### config.mk
export PLATFORM = sky130hd
export DESIGN_NAME = holy_axi_lite_responder
export DESIGN_NICKNAME = d
export VERILOG_FILES = /design/src/rtl/holy_core_pkg.sv /design/src/rtl/holy_axi_lite_responder.sv
export SDC_FILE = /design/constraint.sdc
export NUM_CORES = 1
export LEC_CHECK = 0
export BUFFER_PORTS_ARGS = -buffer_cell sky130_fd_sc_hd__buf_4
export CAP_MARGIN = 5
export CORE_ASPECT_RATIO = 1.5
export CORE_MARGIN = 3
export CORE_UTILIZATION = 40
export DETAILED_ROUTE_END_ITERATION = 12
export PLACE_DENSITY = 0.6
export SKIP_CTS_REPAIR_TIMING = 1
export SYNTH_ARGS = -nofsm -noshare
export SYNTH_HDL_FRONTEND = slang
export SYNTH_SLANG_ARGS = --single-unit
export TNS_END_PERCENT = 10
### constraint.sdc
create_clock -name clk -period 7.15 [get_ports clk]
set_input_delay 0 -clock clk [delete_from_list [all_inputs] [get_ports clk]]
set_output_delay 0 -clock clk [all_outputs]
set_load 0.01 [all_outputs]
### src/rtl/holy_core_pkg.sv
// Shared types and constants for the AXI-Lite responder: FSM states, response codes, register indices.
package holy_core_pkg;

  localparam int unsigned AXI_ADDR_W = 32;
  localparam int unsigned AXI_DATA_W = 32;
  localparam int unsigned AXI_STRB_W = 4;
  localparam int unsigned REG_IDX_W  = 4;

  typedef enum logic { W_IDLE, W_RESP } axi_wr_state_t;
  typedef enum logic { R_IDLE, R_DATA } axi_rd_state_t;

  localparam logic [1:0] AXI_RESP_OKAY   = 2'b00;
  localparam logic [1:0] AXI_RESP_SLVERR = 2'b10;

  localparam logic [REG_IDX_W-1:0] REG_IDX_COUNTER = 4'd14;
  localparam logic [REG_IDX_W-1:0] REG_IDX_ID      = 4'd15;

  // True when the word index addresses one of the read/write registers.
  function automatic logic idx_is_rw(input logic [REG_IDX_W-1:0] idx, input int unsigned num_regs);
    return 32'(idx) < num_regs;
  endfunction

endpackage

### src/rtl/holy_axi_lite_responder.sv
// AXI-Lite responder: NUM_REGS byte-strobed RW registers, a free-running cycle counter and an ID word.
// Independent read and write FSMs, one outstanding transaction each.
module holy_axi_lite_responder
  import holy_core_pkg::*;
#(
  parameter int unsigned NUM_REGS = 8,
  parameter logic [31:0] ID_VALUE = 32'h484F4C59
) (
  input  logic                    clk,
  input  logic                    rst_n,
  input  logic [AXI_ADDR_W-1:0]   s_axi_awaddr,
  input  logic                    s_axi_awvalid,
  output logic                    s_axi_awready,
  input  logic [AXI_DATA_W-1:0]   s_axi_wdata,
  input  logic [AXI_STRB_W-1:0]   s_axi_wstrb,
  input  logic                    s_axi_wvalid,
  output logic                    s_axi_wready,
  output logic [1:0]              s_axi_bresp,
  output logic                    s_axi_bvalid,
  input  logic                    s_axi_bready,
  input  logic [AXI_ADDR_W-1:0]   s_axi_araddr,
  input  logic                    s_axi_arvalid,
  output logic                    s_axi_arready,
  output logic [AXI_DATA_W-1:0]   s_axi_rdata,
  output logic [1:0]              s_axi_rresp,
  output logic                    s_axi_rvalid,
  input  logic                    s_axi_rready,
  output logic [NUM_REGS*32-1:0]  reg_out
);

  axi_wr_state_t          wr_state_q, wr_state_d;
  axi_rd_state_t          rd_state_q, rd_state_d;
  logic                   aw_held_q, aw_held_d;
  logic [REG_IDX_W-1:0]   aw_idx_q, aw_idx_d;
  logic                   w_held_q, w_held_d;
  logic [AXI_DATA_W-1:0]  wdata_q, wdata_d;
  logic [AXI_STRB_W-1:0]  wstrb_q, wstrb_d;
  logic                   bvalid_q, bvalid_d;
  logic [1:0]             bresp_q, bresp_d;
  logic                   rvalid_q, rvalid_d;
  logic [AXI_DATA_W-1:0]  rdata_q, rdata_d;
  logic [1:0]             rresp_q, rresp_d;
  logic [AXI_DATA_W-1:0]  cnt_q;
  logic [AXI_DATA_W-1:0]  regs_q [NUM_REGS];
  logic [AXI_DATA_W-1:0]  regs_d [NUM_REGS];
  logic                   aw_hs, w_hs;
  logic [REG_IDX_W-1:0]   ar_idx;
  logic                   unused_addr_bits;

  assign s_axi_awready = (wr_state_q == W_IDLE) && !aw_held_q;
  assign s_axi_wready  = (wr_state_q == W_IDLE) && !w_held_q;
  assign s_axi_arready = (rd_state_q == R_IDLE);
  assign s_axi_bvalid  = bvalid_q;
  assign s_axi_bresp   = bresp_q;
  assign s_axi_rvalid  = rvalid_q;
  assign s_axi_rdata   = rdata_q;
  assign s_axi_rresp   = rresp_q;

  assign aw_hs  = s_axi_awvalid && s_axi_awready;
  assign w_hs   = s_axi_wvalid && s_axi_wready;
  assign ar_idx = s_axi_araddr[5:2];

  assign unused_addr_bits = ^{s_axi_awaddr[31:6], s_axi_awaddr[1:0],
                              s_axi_araddr[31:6], s_axi_araddr[1:0]};

  always_comb begin
    for (int k = 0; k < NUM_REGS; k++) reg_out[32*k +: 32] = regs_q[k];
  end

  // Write FSM: a handshake this cycle counts as held, so the commit happens at the later handshake edge.
  always_comb begin
    wr_state_d = wr_state_q;
    aw_held_d  = aw_held_q;
    aw_idx_d   = aw_idx_q;
    w_held_d   = w_held_q;
    wdata_d    = wdata_q;
    wstrb_d    = wstrb_q;
    bvalid_d   = bvalid_q;
    bresp_d    = bresp_q;
    regs_d     = regs_q;
    case (wr_state_q)
      W_IDLE: begin
        if (aw_hs) begin
          aw_held_d = 1'b1;
          aw_idx_d  = s_axi_awaddr[5:2];
        end
        if (w_hs) begin
          w_held_d = 1'b1;
          wdata_d  = s_axi_wdata;
          wstrb_d  = s_axi_wstrb;
        end
        if (aw_held_d && w_held_d) begin
          for (int k = 0; k < NUM_REGS; k++) begin
            if (aw_idx_d == REG_IDX_W'(k)) begin
              for (int b = 0; b < AXI_STRB_W; b++) begin
                if (wstrb_d[b]) regs_d[k][8*b +: 8] = wdata_d[8*b +: 8];
              end
            end
          end
          bresp_d    = idx_is_rw(aw_idx_d, NUM_REGS) ? AXI_RESP_OKAY : AXI_RESP_SLVERR;
          bvalid_d   = 1'b1;
          aw_held_d  = 1'b0;
          w_held_d   = 1'b0;
          wr_state_d = W_RESP;
        end
      end
      W_RESP: begin
        if (s_axi_bready) begin
          bvalid_d   = 1'b0;
          wr_state_d = W_IDLE;
        end
      end
      default: wr_state_d = W_IDLE;
    endcase
  end

  // Read FSM: the register value is sampled at the AR handshake edge.
  always_comb begin
    rd_state_d = rd_state_q;
    rvalid_d   = rvalid_q;
    rdata_d    = rdata_q;
    rresp_d    = rresp_q;
    case (rd_state_q)
      R_IDLE: begin
        if (s_axi_arvalid) begin
          rdata_d = '0;
          rresp_d = AXI_RESP_OKAY;
          if (idx_is_rw(ar_idx, NUM_REGS)) begin
            for (int k = 0; k < NUM_REGS; k++) begin
              if (ar_idx == REG_IDX_W'(k)) rdata_d = regs_q[k];
            end
          end else if (ar_idx == REG_IDX_COUNTER) begin
            rdata_d = cnt_q;
          end else if (ar_idx == REG_IDX_ID) begin
            rdata_d = ID_VALUE;
          end else begin
            rresp_d = AXI_RESP_SLVERR;
          end
          rvalid_d   = 1'b1;
          rd_state_d = R_DATA;
        end
      end
      R_DATA: begin
        if (s_axi_rready) begin
          rvalid_d   = 1'b0;
          rd_state_d = R_IDLE;
        end
      end
      default: rd_state_d = R_IDLE;
    endcase
  end

  always_ff @(posedge clk or negedge rst_n) begin
    if (!rst_n) begin
      wr_state_q <= W_IDLE;
      rd_state_q <= R_IDLE;
      aw_held_q  <= 1'b0;
      aw_idx_q   <= '0;
      w_held_q   <= 1'b0;
      wdata_q    <= '0;
      wstrb_q    <= '0;
      bvalid_q   <= 1'b0;
      bresp_q    <= '0;
      rvalid_q   <= 1'b0;
      rdata_q    <= '0;
      rresp_q    <= '0;
      cnt_q      <= '0;
      for (int k = 0; k < NUM_REGS; k++) regs_q[k] <= '0;
    end else begin
      wr_state_q <= wr_state_d;
      rd_state_q <= rd_state_d;
      aw_held_q  <= aw_held_d;
      aw_idx_q   <= aw_idx_d;
      w_held_q   <= w_held_d;
      wdata_q    <= wdata_d;
      wstrb_q    <= wstrb_d;
      bvalid_q   <= bvalid_d;
      bresp_q    <= bresp_d;
      rvalid_q   <= rvalid_d;
      rdata_q    <= rdata_d;
      rresp_q    <= rresp_d;
      cnt_q      <= cnt_q + 32'd1;
      for (int k = 0; k < NUM_REGS; k++) regs_q[k] <= regs_d[k];
    end
  end

endmodule

==> results.cfg <==
[yosys]
synth-edff-count = 0
ys_types = 56
netlist.top_cell.by_area = dfrtp_1
yosys_warnings = 0
syn_area_um2 = 17000
ys_seq_area_share_pct = 54.1
synth_common_cells = dfrtp_1 (368), mux2_2 (283), nor2_1 (67), nand2_1 (61), o21ai_0 (59)
ys_async_sr_fraction_pct = 100
synth_cells = 1345
synth_seq_cells = 368
syn_area_per_cell_um2 = 12.7
ys_top_cells_by_area = dfrtp_1 (54%), mux2_2 (19%), mux2_4 (2.9%)
synthFlopType = dfrtp_1
yosys.cell_count.top_type = dfrtp_1
synth_top_cell_area_share_pct = 54.1

[global_routing]
grt.overflow.total = 0
grt_pass1_wl_um = 86600
grtUsageMet1_pct = 32.1
grt_pass1_vias = 12844
grt_use_met3_pct = 3.68
grt_max_degree = 188
grt.met2_usage_pct = 45.0
grt_antenna_before_repair = 1
track_usage_pct = 25.4
grt.busiest_layer = met2

[pwr]
p_leak_nw = 10.3
switching_share_pct = 35.2
clkPwrFrac_pct = 22.7
p_comb_share_pct = 37.4
pwr-share-seq_pct = 39.9
p_int_mw = 5.74
vdd_ir_drop_max_uv = 231
power_density_nw_per_um2 = 405
total_power_mw = 8.87
switchingPower_mw = 3.12

[placed_design]
dpl.hpwl_um = 40200
port_buffers = 345
place.gp.congestion = 0.807
postPlaceCellArea_um2 = 20200

[finish]
finalInstanceArea_um2 = 21900
areaGrowthSynthToFinish_pct = 28.7
drive_above_1_share_pct = 44.2
nets = 1835
num_antenna_cells = 0

[die]
die_w_um = 174
dieArea_um2 = 45100
start_util_pct = 41.0
fp.coreArea_um2 = 41600
rows = 91
ioPinCount = 404
die_h_um = 259

[detailed_routing]
wl_per_cell_um = 25.7
final_antenna_net_count = 0
wl_um = 59400
drcViolationCount = 0
drt_iter0_drc = 796
dr_total_vias = 12796
via_per_inst = 5.53
firstDrtPassIters = 7

[cts]
clock-sinks = 368
tritoncts = done
insertion_delay_ps = 530
cts_buffer_depth = 3
clk_pin_slew_ps = 60
root_buffer = clkbuf_16
cts_buffers = 38
htreeDepth = 2

[critical_path]
r2r_slack_ps = 3650
cp_max_fo = 13
r2r_start = wr_state_q
r2r_end = reg_out[235]
cp.arrival_ps = 3920
reg2reg_depth = 5
endpoint_kind = flop
worstPathRequired_ps = 7570
start_kind = flop
criticalPathCategory = flop to flop

[hold_path]
hold_class = primary input to async pin

[timing]
final_max_slew_viol_count = 0
rsz0062_at_grt = no
finalSetupViolCount = 0
finalHoldViolCount = 0
slew_headroom_pct = 21.4
setup_tns_ps = 0
fin_crit_sh_pct = 49.0
max_freq_mhz = 286
tightest_slew_ps = 1180
period_minus_slack_ps = 3500
clock_skew_ps = 13.8

[flow_run]
max_cap_viol_count = 0

[outcome]
run_status = completed
[worst max path at each step]
stage,from,to
2_1_floorplan,wr_state_q,reg_out[224]
3_3_place_gp,wr_state_q,reg_out[234]
3_5_place_dp,wr_state_q,reg_out[236]
4_1_cts,wr_state_q,reg_out[235]
5_1_grt,wr_state_q,reg_out[227]
6_report,wr_state_q,reg_out[235]
[state kept, by name, indices dropped and copies added (netlist names)]
signal        flops
reg_out         256
aw_held_q         1
cnt_q            32
wdata_q          32
wr_state_q        1
s_axi_bvalid      1
w_held_q          1
wstrb_q           4
rd_state_q        1
s_axi_rdata      32
s_axi_rresp       1
s_axi_bresp       1
aw_idx_q          4
s_axi_rvalid      1
[worst max-delay path, stage by stage, from the launching register on]
cell,delay (ps)
dfrtp_1,490
nor3b_4,970
mux2i_1,310
or2_1,560
nand2b_1,680
mux2_4,350
[cell type report]
class	count	area (um2)
fillers	3675	19600
flip-flops and latches	368	9210
multi-input cells	872	7380
repair buffers	412	3240
clock buffers	63	1200
well taps	558	698
inverters	35	131
clock inverters	6	57.6
[per-layer routing]
layer  vias to the layer above  share of wire, %
met5                         -                 0
li1                       5653                 -
met4                         0               3.3
met3                        87               5.0
met2                       475                52
met1                      6581                40
[power groups by stage]
stage / Combinational [mW] / Clock [mW] / Sequential [mW]
3_3_place_gp: 3.25 / 0 / 3.54
4_1_cts: 3.32 / 2.05 / 3.53
3_5_place_dp: 3.31 / 0 / 3.56
5_1_grt: 3.55 / 2.12 / 3.63
2_1_floorplan: 1.45 / 0 / 3.65
6_report: 3.32 / 2.01 / 3.54
[through the flow]
| step | utilization (%) | setup WS, ps | std cells | hold WS, ps |
|---|---|---|---|---|
| final | 52.7 | 3650 | 2314 | 148 |
| after global routing | 52.7 | 3510 | 2314 | 204 |
| after CTS | 51.5 | 3640 | 2264 | -439 |
| after detailed placement | 48.5 | 3640 | 2195 | 137 |
| after global placement | 48.5 | 3670 | 2195 | 129 |
| after floorplan | - | 4850 | 1346 | -296 |
[cell usage in the layout (no fill, tap or decap), drive strengths merged, types with 4 or more instances in the layout]
cell type      n
dfrtp        368
buf          362
mux2         320
nor2          95
clkbuf        63
nand2         61
o21ai         59
dlygate4sd3   50
a22oi         41
a21oi         39
nand2b        37
inv           35
a31oi         25
xnor2         20
o21bai        14
nand3         13
mux2i         13
o2111ai       13
a221o         13
a211o         12
a222oi        12
nor2b         12
xor2          10
and3           9
a211oi         6
o22a           5
or2            5
nand4          4
mux4           4
clkinv         4
[cells by family after synthesis]
logic type,share of synthesized area [%]
DFF,54.1
xor gates and xnor gates,1.54
muxes,23.2
and+or+nand+nor,8.18
AOI/OAI and AO/OA,10.1
other,0.0220
adders and majority gates,0.0735
buffers and inverters,2.84
Note: power is estimated with default switching activity, not from simulation.
